==> src/rtl/ctrl_pkg.sv <==
// Shared types and opcode constants for the main-control decode stage.
package ctrl_pkg;

  localparam logic [6:0] OP_LOAD     = 7'b0000011;
  localparam logic [6:0] OP_STORE    = 7'b0100011;
  localparam logic [6:0] OP_R_TYPE   = 7'b0110011;
  localparam logic [6:0] OP_I_TYPE   = 7'b0010011;
  localparam logic [6:0] OP_BRANCH   = 7'b1100011;
  localparam logic [6:0] OP_LUI      = 7'b0110111;
  localparam logic [6:0] OP_AUIPC    = 7'b0010111;
  localparam logic [6:0] OP_JAL      = 7'b1101111;
  localparam logic [6:0] OP_JALR     = 7'b1100111;
  localparam logic [6:0] OP_I_TYPE64 = 7'b0011011;
  localparam logic [6:0] OP_R_TYPE64 = 7'b0111011;

  // Control word handed to the execute stage; illegal=1 means all other fields are zero.
  typedef struct packed {
    logic [1:0] result_src;
    logic       mem_write;
    logic       branch;
    logic       alu_src;
    logic       reg_write;
    logic       jump;
    logic [1:0] alu_op;
    logic       src_a_src;
    logic       jump_reg;
    logic       is_word_op;
    logic       illegal;
  } ctrl_word_t;

  typedef enum logic [1:0] {
    EMPTY = 2'd0,
    ONE   = 2'd1,
    FULL  = 2'd2
  } buf_state_t;

endpackage

==> src/rtl/ctrl_decode_comb.sv <==
// Pure combinational instruction -> control word decode with illegal-encoding detection.
module ctrl_decode_comb
  import ctrl_pkg::*;
#(
  parameter int unsigned XLEN = 64
) (
  input  logic [31:0] instr,
  output ctrl_word_t  ctrl
);

  localparam bit IS64 = (XLEN == 64);

  logic [6:0] opcode;
  logic [2:0] funct3;
  logic       unused_bits;
  logic       bad;
  ctrl_word_t dec;

  assign opcode      = instr[6:0];
  assign funct3      = instr[14:12];
  assign unused_bits = ^{instr[31:15], instr[11:7]};

  // Decode fields per opcode, then squash everything but illegal for bad encodings.
  always_comb begin
    dec = '0;
    bad = 1'b0;
    unique case (opcode)
      OP_LOAD: begin
        dec.reg_write  = 1'b1;
        dec.alu_src    = 1'b1;
        dec.result_src = 2'b01;
        dec.jump_reg   = 1'b1;
        dec.is_word_op = (funct3 == 3'b110);
        bad = (funct3 == 3'b111) || (!IS64 && (funct3 == 3'b011 || funct3 == 3'b110));
      end
      OP_STORE: begin
        dec.alu_src   = 1'b1;
        dec.mem_write = 1'b1;
        dec.jump_reg  = 1'b1;
        bad = !((funct3 == 3'b000) || (funct3 == 3'b001) || (funct3 == 3'b010) ||
                (IS64 && funct3 == 3'b011));
      end
      OP_R_TYPE: begin
        dec.reg_write = 1'b1;
        dec.alu_op    = 2'b10;
        dec.jump_reg  = 1'b1;
      end
      OP_I_TYPE: begin
        dec.reg_write = 1'b1;
        dec.alu_src   = 1'b1;
        dec.alu_op    = 2'b10;
        dec.jump_reg  = 1'b1;
      end
      OP_BRANCH: begin
        dec.branch   = 1'b1;
        dec.alu_op   = 2'b01;
        dec.jump_reg = 1'b1;
        bad = (funct3 == 3'b010) || (funct3 == 3'b011);
      end
      OP_LUI: begin
        dec.reg_write  = 1'b1;
        dec.alu_src    = 1'b1;
        dec.result_src = 2'b11;
        dec.jump_reg   = 1'b1;
      end
      OP_AUIPC: begin
        dec.reg_write = 1'b1;
        dec.alu_src   = 1'b1;
        dec.src_a_src = 1'b1;
        dec.jump_reg  = 1'b1;
      end
      OP_JAL: begin
        dec.reg_write  = 1'b1;
        dec.result_src = 2'b10;
        dec.jump       = 1'b1;
        dec.src_a_src  = 1'b1;
        dec.jump_reg   = 1'b1;
      end
      OP_JALR: begin
        dec.reg_write  = 1'b1;
        dec.result_src = 2'b10;
        dec.jump       = 1'b1;
        bad = (funct3 != 3'b000);
      end
      OP_I_TYPE64, OP_R_TYPE64: begin
        dec.reg_write  = 1'b1;
        dec.alu_src    = (opcode == OP_I_TYPE64);
        dec.alu_op     = 2'b10;
        dec.jump_reg   = 1'b1;
        dec.is_word_op = 1'b1;
        bad = !IS64 ||
              !((funct3 == 3'b000) || (funct3 == 3'b001) || (funct3 == 3'b101));
      end
      default: bad = 1'b1;
    endcase

    ctrl = dec;
    if (bad) begin
      ctrl         = '0;
      ctrl.illegal = 1'b1;
    end
  end

endmodule

==> src/rtl/ctrl_decode_skid.sv <==
// Decode stage with a 2-entry skid buffer on the output and a saturating illegal counter.
module ctrl_decode_skid
  import ctrl_pkg::*;
#(
  parameter int unsigned XLEN      = 64,
  parameter int unsigned ILL_CNT_W = 16
) (
  input  logic                 clk,
  input  logic                 reset,
  input  logic                 flush,
  input  logic                 in_valid,
  output logic                 in_ready,
  input  logic [31:0]          in_instr,
  input  logic [XLEN-1:0]      in_pc,
  output logic                 out_valid,
  input  logic                 out_ready,
  output ctrl_word_t           out_ctrl,
  output logic [31:0]          out_instr,
  output logic [XLEN-1:0]      out_pc,
  output logic [ILL_CNT_W-1:0] illegal_count
);

  ctrl_word_t in_ctrl;

  buf_state_t           state_q, state_d;
  ctrl_word_t           head_ctrl_q, head_ctrl_d;
  logic [31:0]          head_instr_q, head_instr_d;
  logic [XLEN-1:0]      head_pc_q, head_pc_d;
  ctrl_word_t           skid_ctrl_q, skid_ctrl_d;
  logic [31:0]          skid_instr_q, skid_instr_d;
  logic [XLEN-1:0]      skid_pc_q, skid_pc_d;
  logic [ILL_CNT_W-1:0] ill_cnt_q, ill_cnt_d;

  logic acc;
  logic pop;

  ctrl_decode_comb #(.XLEN(XLEN)) u_decode (
    .instr (in_instr),
    .ctrl  (in_ctrl)
  );

  assign in_ready      = (state_q != FULL) && !reset;
  assign out_valid     = (state_q != EMPTY);
  assign acc           = in_valid && in_ready;
  assign pop           = out_valid && out_ready;
  assign out_ctrl      = head_ctrl_q;
  assign out_instr     = head_instr_q;
  assign out_pc        = head_pc_q;
  assign illegal_count = ill_cnt_q;

  // Next-state for buffer occupancy, head/skid entries and the illegal counter.
  always_comb begin
    state_d      = state_q;
    head_ctrl_d  = head_ctrl_q;
    head_instr_d = head_instr_q;
    head_pc_d    = head_pc_q;
    skid_ctrl_d  = skid_ctrl_q;
    skid_instr_d = skid_instr_q;
    skid_pc_d    = skid_pc_q;
    ill_cnt_d    = ill_cnt_q;

    case (state_q)
      EMPTY: begin
        if (acc) begin
          head_ctrl_d  = in_ctrl;
          head_instr_d = in_instr;
          head_pc_d    = in_pc;
          state_d      = ONE;
        end
      end
      ONE: begin
        if (acc && pop) begin
          head_ctrl_d  = in_ctrl;
          head_instr_d = in_instr;
          head_pc_d    = in_pc;
        end else if (acc) begin
          skid_ctrl_d  = in_ctrl;
          skid_instr_d = in_instr;
          skid_pc_d    = in_pc;
          state_d      = FULL;
        end else if (pop) begin
          state_d = EMPTY;
        end
      end
      FULL: begin
        if (pop) begin
          head_ctrl_d  = skid_ctrl_q;
          head_instr_d = skid_instr_q;
          head_pc_d    = skid_pc_q;
          state_d      = ONE;
        end
      end
      default: state_d = EMPTY;
    endcase

    if (pop && head_ctrl_q.illegal && (ill_cnt_q != '1)) begin
      ill_cnt_d = ill_cnt_q + ILL_CNT_W'(1);
    end

    // A same-cycle pop still counts above; flush only discards occupancy.
    if (flush) begin
      state_d = EMPTY;
    end
  end

  // Register all state with synchronous reset.
  always_ff @(posedge clk) begin
    if (reset) begin
      state_q      <= EMPTY;
      head_ctrl_q  <= '0;
      head_instr_q <= '0;
      head_pc_q    <= '0;
      skid_ctrl_q  <= '0;
      skid_instr_q <= '0;
      skid_pc_q    <= '0;
      ill_cnt_q    <= '0;
    end else begin
      state_q      <= state_d;
      head_ctrl_q  <= head_ctrl_d;
      head_instr_q <= head_instr_d;
      head_pc_q    <= head_pc_d;
      skid_ctrl_q  <= skid_ctrl_d;
      skid_instr_q <= skid_instr_d;
      skid_pc_q    <= skid_pc_d;
      ill_cnt_q    <= ill_cnt_d;
    end
  end

endmodule
==> config.mk <==
export PLATFORM = sky130hd
export DESIGN_NAME = ctrl_decode_skid
export DESIGN_NICKNAME = d
export VERILOG_FILES = /design/src/rtl/ctrl_pkg.sv /design/src/rtl/ctrl_decode_comb.sv /design/src/rtl/ctrl_decode_skid.sv
export SDC_FILE = /design/constraint.sdc
export NUM_CORES = 1
export LEC_CHECK = 0
export CAP_MARGIN = 20
export CORE_ASPECT_RATIO = 0.75
export CORE_MARGIN = 1.5
export CORE_UTILIZATION = 54
export CTS_BUF_LIST = sky130_fd_sc_hd__clkbuf_16
export CTS_CLUSTER_DIAMETER = 100
export DETAILED_ROUTE_END_ITERATION = 10
export PLACE_DENSITY = 0.86
export SLEW_MARGIN = 25
export SYNTH_ARGS = -nofsm -noshare
export SYNTH_HDL_FRONTEND = slang
export SYNTH_SLANG_ARGS = --single-unit
==> constraint.sdc <==
create_clock -name clk -period 2.7 [get_ports clk]
set_clock_uncertainty 0.1 [all_clocks]
set_input_delay 0.405 -clock clk [delete_from_list [all_inputs] [get_ports clk]]
set_output_delay 0.405 -clock clk [all_outputs]
set_load 0.02 [all_outputs]
==> results.yml, run 1 <==
outcome:
  outcome: "complete, no violations"
timing:
  finalSetupViolations: 0
  maxSlewViolCount: 0
  worst_pin_slew_ps: 709
  timing.fmax_ghz: 0.420
  fin_crit_sh_pct: 88.2
  rsz0062_at_grt: "false"
  hold_viol: 0
  tns_ps: 0
  whs_ps: 10.1
  period_minus_slack_ps: 2380
  max-slew-margin-rel_pct: 52.8
power_and_ir_drop:
  swShare_pct: 24.7
  power_density_nw_per_um2: 601
  p_switching_mw: 1.90
  irDropWorstVdd_mv: 0.382
  combinationalPowerShare_pct: 13.1
  power.leakage_nw: 4.46
  sequentialPowerShare_pct: 47.6
  internal_power_mw: 5.80
  p_clk_share_pct: 39.3
floorplan:
  initial_core_util_pct: 56.1
  fp.dieH_um: 118
  die_w_um: 157
  ios: 228
  row_count: 41
  coreArea_um2: 17100
  die_area_um2: 18600
placed_design:
  place_area_um2: 12100
  dpl.hpwl_um: 16900
  place_congestion: 0.891
  numPortBuffers: 227
synth:
  synthArstFlopShare_pct: 0
  synth-seq-cells: 234
  synth_edf_count: 0
  synth_ff_type: "dfxtp_1"
  ys_types: 45
  yosys_warnings: 0
  syn_area_um2: 9580
  synth.avg_cell_area_um2: 7.80
  syn_nets: 1330
  ys_seq_area_share_pct: 48.9
  synth_cells: 1228
worst_hold_path:
  whs_path_depth: 2
  hold_start: "reset"
  min_to: "state_q[1]"
  hold_path.class: "input pin to register"
global_route:
  grt_max_degree: 161
  met2_usage_pct: 43.3
  antenna_found_initial: 0
  grt_pass1_vias: 8598
  grt_pass1_wl_um: 42000
  grt.met1_usage_pct: 36.7
  grtUsageTotal_pct: 27.4
  grt-ovfl-total: 0
  use_met3_pct: 8.07
  busiest_layer: "met2"
cts:
  ctsResizeCount: 0
  cts_root_buf: "clkbuf_16"
  clkLatencyLatePin_ps: 500
  cts_max_level: 1
  tritoncts: "done"
  cts_buffer_depth: 3
  cts_hold_buffers: 0
  cts_buffers: 23
  cts.sinks: 234
  cts_setup_buffers: 0
  cts.clk_slew.worst_paths_ps: 50
worst_setup_path:
  worst-path-buf-inv: 1
  worstPathCellList: "nor2b_4, nor2_1, clkdlybuf4s50_1"
  rrSetupSlack_ps: 710
  reg2reg_depth: 7
  slowest_stage: "clkdlybuf4s50_1"
  critical_path_arrival_ps: 1880
  required_ps: 2190
  startpoint_type: "register"
  r2r_start: "state_q[1]"
  timing.rr.end: "out_ctrl[12]"
  path_max_fanout: 7
  slowest_delay_ps: 560
  critPathTopFamily: "buffers and inverters"
  cp-end-kind: "output pin"
  crit_type: "register to output pin"
routing:
  wl_per_cell_um: 15.7
  drcViolationCount: 0
  routed_wl_um: 26000
  vias_per_cell: 5.59
  vias: 9256
  ant_nets: 0
  drt-pass1-iter-count: 6
  drt-initial-drc-count: 740
layout:
  area_growth_pct: 33.7
  fin_area_um2: 12800
  layout-drive-gt1-share_pct: 5.21
  fin_nets: 1509
  diodes: 0
job:
  cap_violations: 0
cells by family (layout without fill, tap and decap cells):
logic type | Yosys count | after routing | share of synthesized area, %
buf+inv | 111 | 304 | 5.06
flops | 234 | 234 | 48.9
simple gates | 605 | 605 | 25.8
compound gates | 262 | 262 | 18.7
mux | 1 | 1 | 0.105
xor+xnor | 14 | 14 | 1.28
fa+ha+maj | 1 | 1 | 0.131
per-layer routing:
metal	part of all wire, %	vias up
met5	0	-
met2	45	338
met4	1.9	0
met3	9.1	42
met1	44	4330
li1	-	4546
area by class of cell:
type | count | area [um2]
clock buffer | 23 | 576
clock inverter | 16 | 120
fill | 1286 | 4280
inverter | 5 | 18.8
multi-input combinational | 883 | 4450
sequential | 234 | 4680
tap | 236 | 295
timing repair buffer | 260 | 2660
metrics by stage:
stage          total power, mW  cells  setup slack, ps  util (%)
6_report                  7.70   1657              318      75.0
5_1_grt                   7.99   1657              235      75.0
4_1_cts                   7.73   1657              291      75.0
3_5_place_dp              4.74   1618              129      70.9
3_3_place_gp              4.72   1618              195      70.9
2_1_floorplan             4.21   1228              776         -
worst max-delay path by stage:
stage	cells past startpoint	end	slack, ps	start
3_3_place_gp	6	skid_ctrl_q[10]	190	in_instr[4]
5_1_grt	3	in_ready	230	state_q[1]
4_1_cts	3	in_ready	290	state_q[1]
3_5_place_dp	6	skid_ctrl_q[5]	130	in_instr[4]
6_report	3	in_ready	320	state_q[1]
2_1_floorplan	7	illegal_count[1]	780	illegal_count[0]
power by group through the flow:
stage / Clock, mW / Combinational (mW) / Sequential (mW)
final: 3.02 / 1.01 / 3.66
after detailed placement: 0 / 1.01 / 3.74
after global routing: 3.22 / 1.09 / 3.67
after CTS: 3.06 / 1.01 / 3.66
after floorplan: 0 / 0.347 / 3.87
after global placement: 0 / 0.987 / 3.73
synthesized netlist by cell type, drive strengths merged, types with 6 or more instances:
master  number  area, um2
dfxtp      234       4680
nor2       136        510
nand3       13       65.1
buf         46        240
a211oi      10       75.1
clkbuf      60        225
a21oi      122        611
nand2      401       1510
a311oi      97        850
o21ai       11       55.1
nor2b        6       37.5
xnor2       14        123
nand4       11       68.8
nor3        10       50.1
flip-flops by register name, indices dropped and copies added, names as in the netlist:
name,flops
out_pc,64
skid_pc_q,64
out_instr,32
skid_instr_q,32
illegal_count,16
out_ctrl,12
skid_ctrl_q,12
state_q,2
cell usage in the layout, fill, tap and decap left out, types with 3 or more instances in the layout:
master           Yosys  layout
nand2_1            401     401
dfxtp_1            234     234
clkdlybuf4s50_1      0     226
nor2_1             136     136
a21oi_1            122     122
a311oi_1            97      97
clkbuf_16            0      23
buf_4                4      22
xnor2_1             14      14
nand3_1             13      12
nand4_1             11      11
o21ai_0             11      11
inv_1                5      11
buf_12               0      11
a211oi_1            10      10
nor3_1              10      10
nor2b_1              6       5
a22o_1               5       5
nand2b_1             5       4
clkinv_1             0       4
nand3b_1             3       3
and3_1               4       3
nor4_1               3       3
nor4b_1              3       3
a2111oi_0            3       3
a32o_1               4       3
clkinv_2             0       3
Note: power is estimated with default switching activity, not from simulation.
==> run 2: changes to the inputs <==
- CORE_ASPECT_RATIO: 0.75 -> unset
==> run 2 against run 1 <==
Against the previous run:
- worst setup slack got worse by 91 ps
- sequential share of layout area is 0.097 points higher
- routed wire length decreased by 2.0%
- via count is 0.69% lower
- fmax decreased by 3.7%
- first-iteration DRC count is 40% lower
- clock power rose by 5%
- highest routed layer unchanged
==> results.yml, run 2 (synthesis results as in run 1) <==
timing:
  hold_viol: 0
  finalSetupViolations: 0
  max-slew-margin-rel_pct: 41.4
  period_minus_slack_ps: 2470
  tns_ps: 0
  maxSlewViolCount: 0
  fin_crit_sh_pct: 91.6
  rsz0062_at_grt: "false"
  timing.fmax_ghz: 0.404
  worst_pin_slew_ps: 879
worst_setup_path:
  timing.rr.end: "skid_pc_q[53]"
  path_max_fanout: 7
  startpoint_type: "register"
  reg2reg_depth: 6
  required_ps: 2190
  r2r_start: "state_q[1]"
  critical_path_arrival_ps: 1970
  crit_type: "register to output pin"
  crit_start: "state_q[1]"
  rrSetupSlack_ps: 620
  cp-end-kind: "output pin"
worst_hold_path:
  whs_path_depth: 4
  hold_path.class: "input pin to register"
  min_to: "out_ctrl[7]"
  hold_start: "reset"
outcome:
  outcome: "complete, no violations"
global_route:
  grt_max_degree: 91
  grt-ovfl-total: 0
  grtUsageTotal_pct: 26.6
  grt_pass1_vias: 8416
  grt_pass1_wl_um: 40600
  antenna_found_initial: 0
cts:
  cts_setup_buffers: 0
  cts_buffer_depth: 3
  cts_buffers: 25
  cts_max_level: 1
  cts_hold_buffers: 0
  cts.clk_slew.worst_paths_ps: 60
  tritoncts: "done"
  clkLatencyLatePin_ps: 510
  cts_root_buf: "clkbuf_16"
  ctsResizeCount: 0
  cts.sinks: 234
layout:
  final_util_pct: 73.8
  fin_area_um2: 12800
  layout_common_cells: "nand2_1, dfxtp_1, clkdlybuf4s50_1"
  fin_nets: 1508
  layout-drive-gt1-share_pct: 5.28
  area_growth_pct: 33.4
  diodes: 0
  final_common_cell: "nand2_1"
routing:
  wl_per_cell_um: 15.5
  drt-initial-drc-count: 444
  routed_wl_um: 25500
  vias_per_cell: 5.59
  ant_nets: 0
  vias: 9192
  drt-pass1-iter-count: 5
  drcViolationCount: 0
floorplan:
  initial_core_util_pct: 55.4
  fp.dieH_um: 136
  die_w_um: 136
  row_count: 48
  die_area_um2: 18500
  coreArea_um2: 17300
  ios: 228
power_and_ir_drop:
  power.leakage_nw: 4.46
  irDropWorstVdd_mv: 0.495
  power_density_nw_per_um2: 613
job:
  cap_violations: 0
placed_design:
  numPortBuffers: 227
  dpl.hpwl_um: 16100
  place_area_um2: 12000
  place_congestion: 0.876
## run 2: cell count changes in the layout (fill, tap and decap cells not counted)
cell       before  now
clkinv_2        3    5
buf_12         11    7
inv_1          11    8
clkinv_1        4    5
clkbuf_16      23   25
buf_4          22   23
## run 2: cell type report
type | instances | area, um2
timing repair buffer | 257 | 2590
sequential | 234 | 4680
tap | 225 | 282
inverter | 5 | 18.8
clock inverter | 16 | 123
fill | 1343 | 4530
clock buffer | 25 | 626
multi-input combinational | 883 | 4450
## run 2: per-layer routing
layer	GRT usage (%)	vias up	part of all wire [%]	wire (um)
li1	-	4551	-	-
met1	33.5	4322	41	10600
met2	45.7	266	49	12500
met3	5.15	53	6.6	1680
met4	8.75	0	2.8	701
met5	0	-	0	0
## run 2: worst max-delay path by stage
stage                        end  depth (start not counted)
5_1_grt                 in_ready                          3
3_5_place_dp   illegal_count[15]                          6
3_3_place_gp      skid_ctrl_q[5]                          6
2_1_floorplan   illegal_count[1]                          7
4_1_cts                 in_ready                          3
6_report                in_ready                          3
## run 2: through the flow
step | setup WS, ps | hold slack (ps) | power, mW | cells
2_1_floorplan | 776 | 325 | 4.21 | 1228
6_report | 227 | 305 | 7.82 | 1645
3_5_place_dp | 86.1 | 346 | 4.72 | 1604
3_3_place_gp | 200 | 340 | 4.71 | 1604
5_1_grt | 158 | 321 | 8.12 | 1645
4_1_cts | 194 | 280 | 7.88 | 1645
## run 2: worst max-delay path, cell delays in order, from the launching register on
cell,delay [ps]
dfxtp_1,510
nor2b_4,300
nor2_1,60
clkdlybuf4s50_1,590
## run 2: power by group
group / switching (mW) / total (mW) / leakage (nW) / internal [mW]
sequential: 0.0728 / 3.66 / 1.91 / 3.59
clock: 1.32 / 3.17 / 0.380 / 1.85
combinational: 0.520 / 0.994 / 2.17 / 0.475
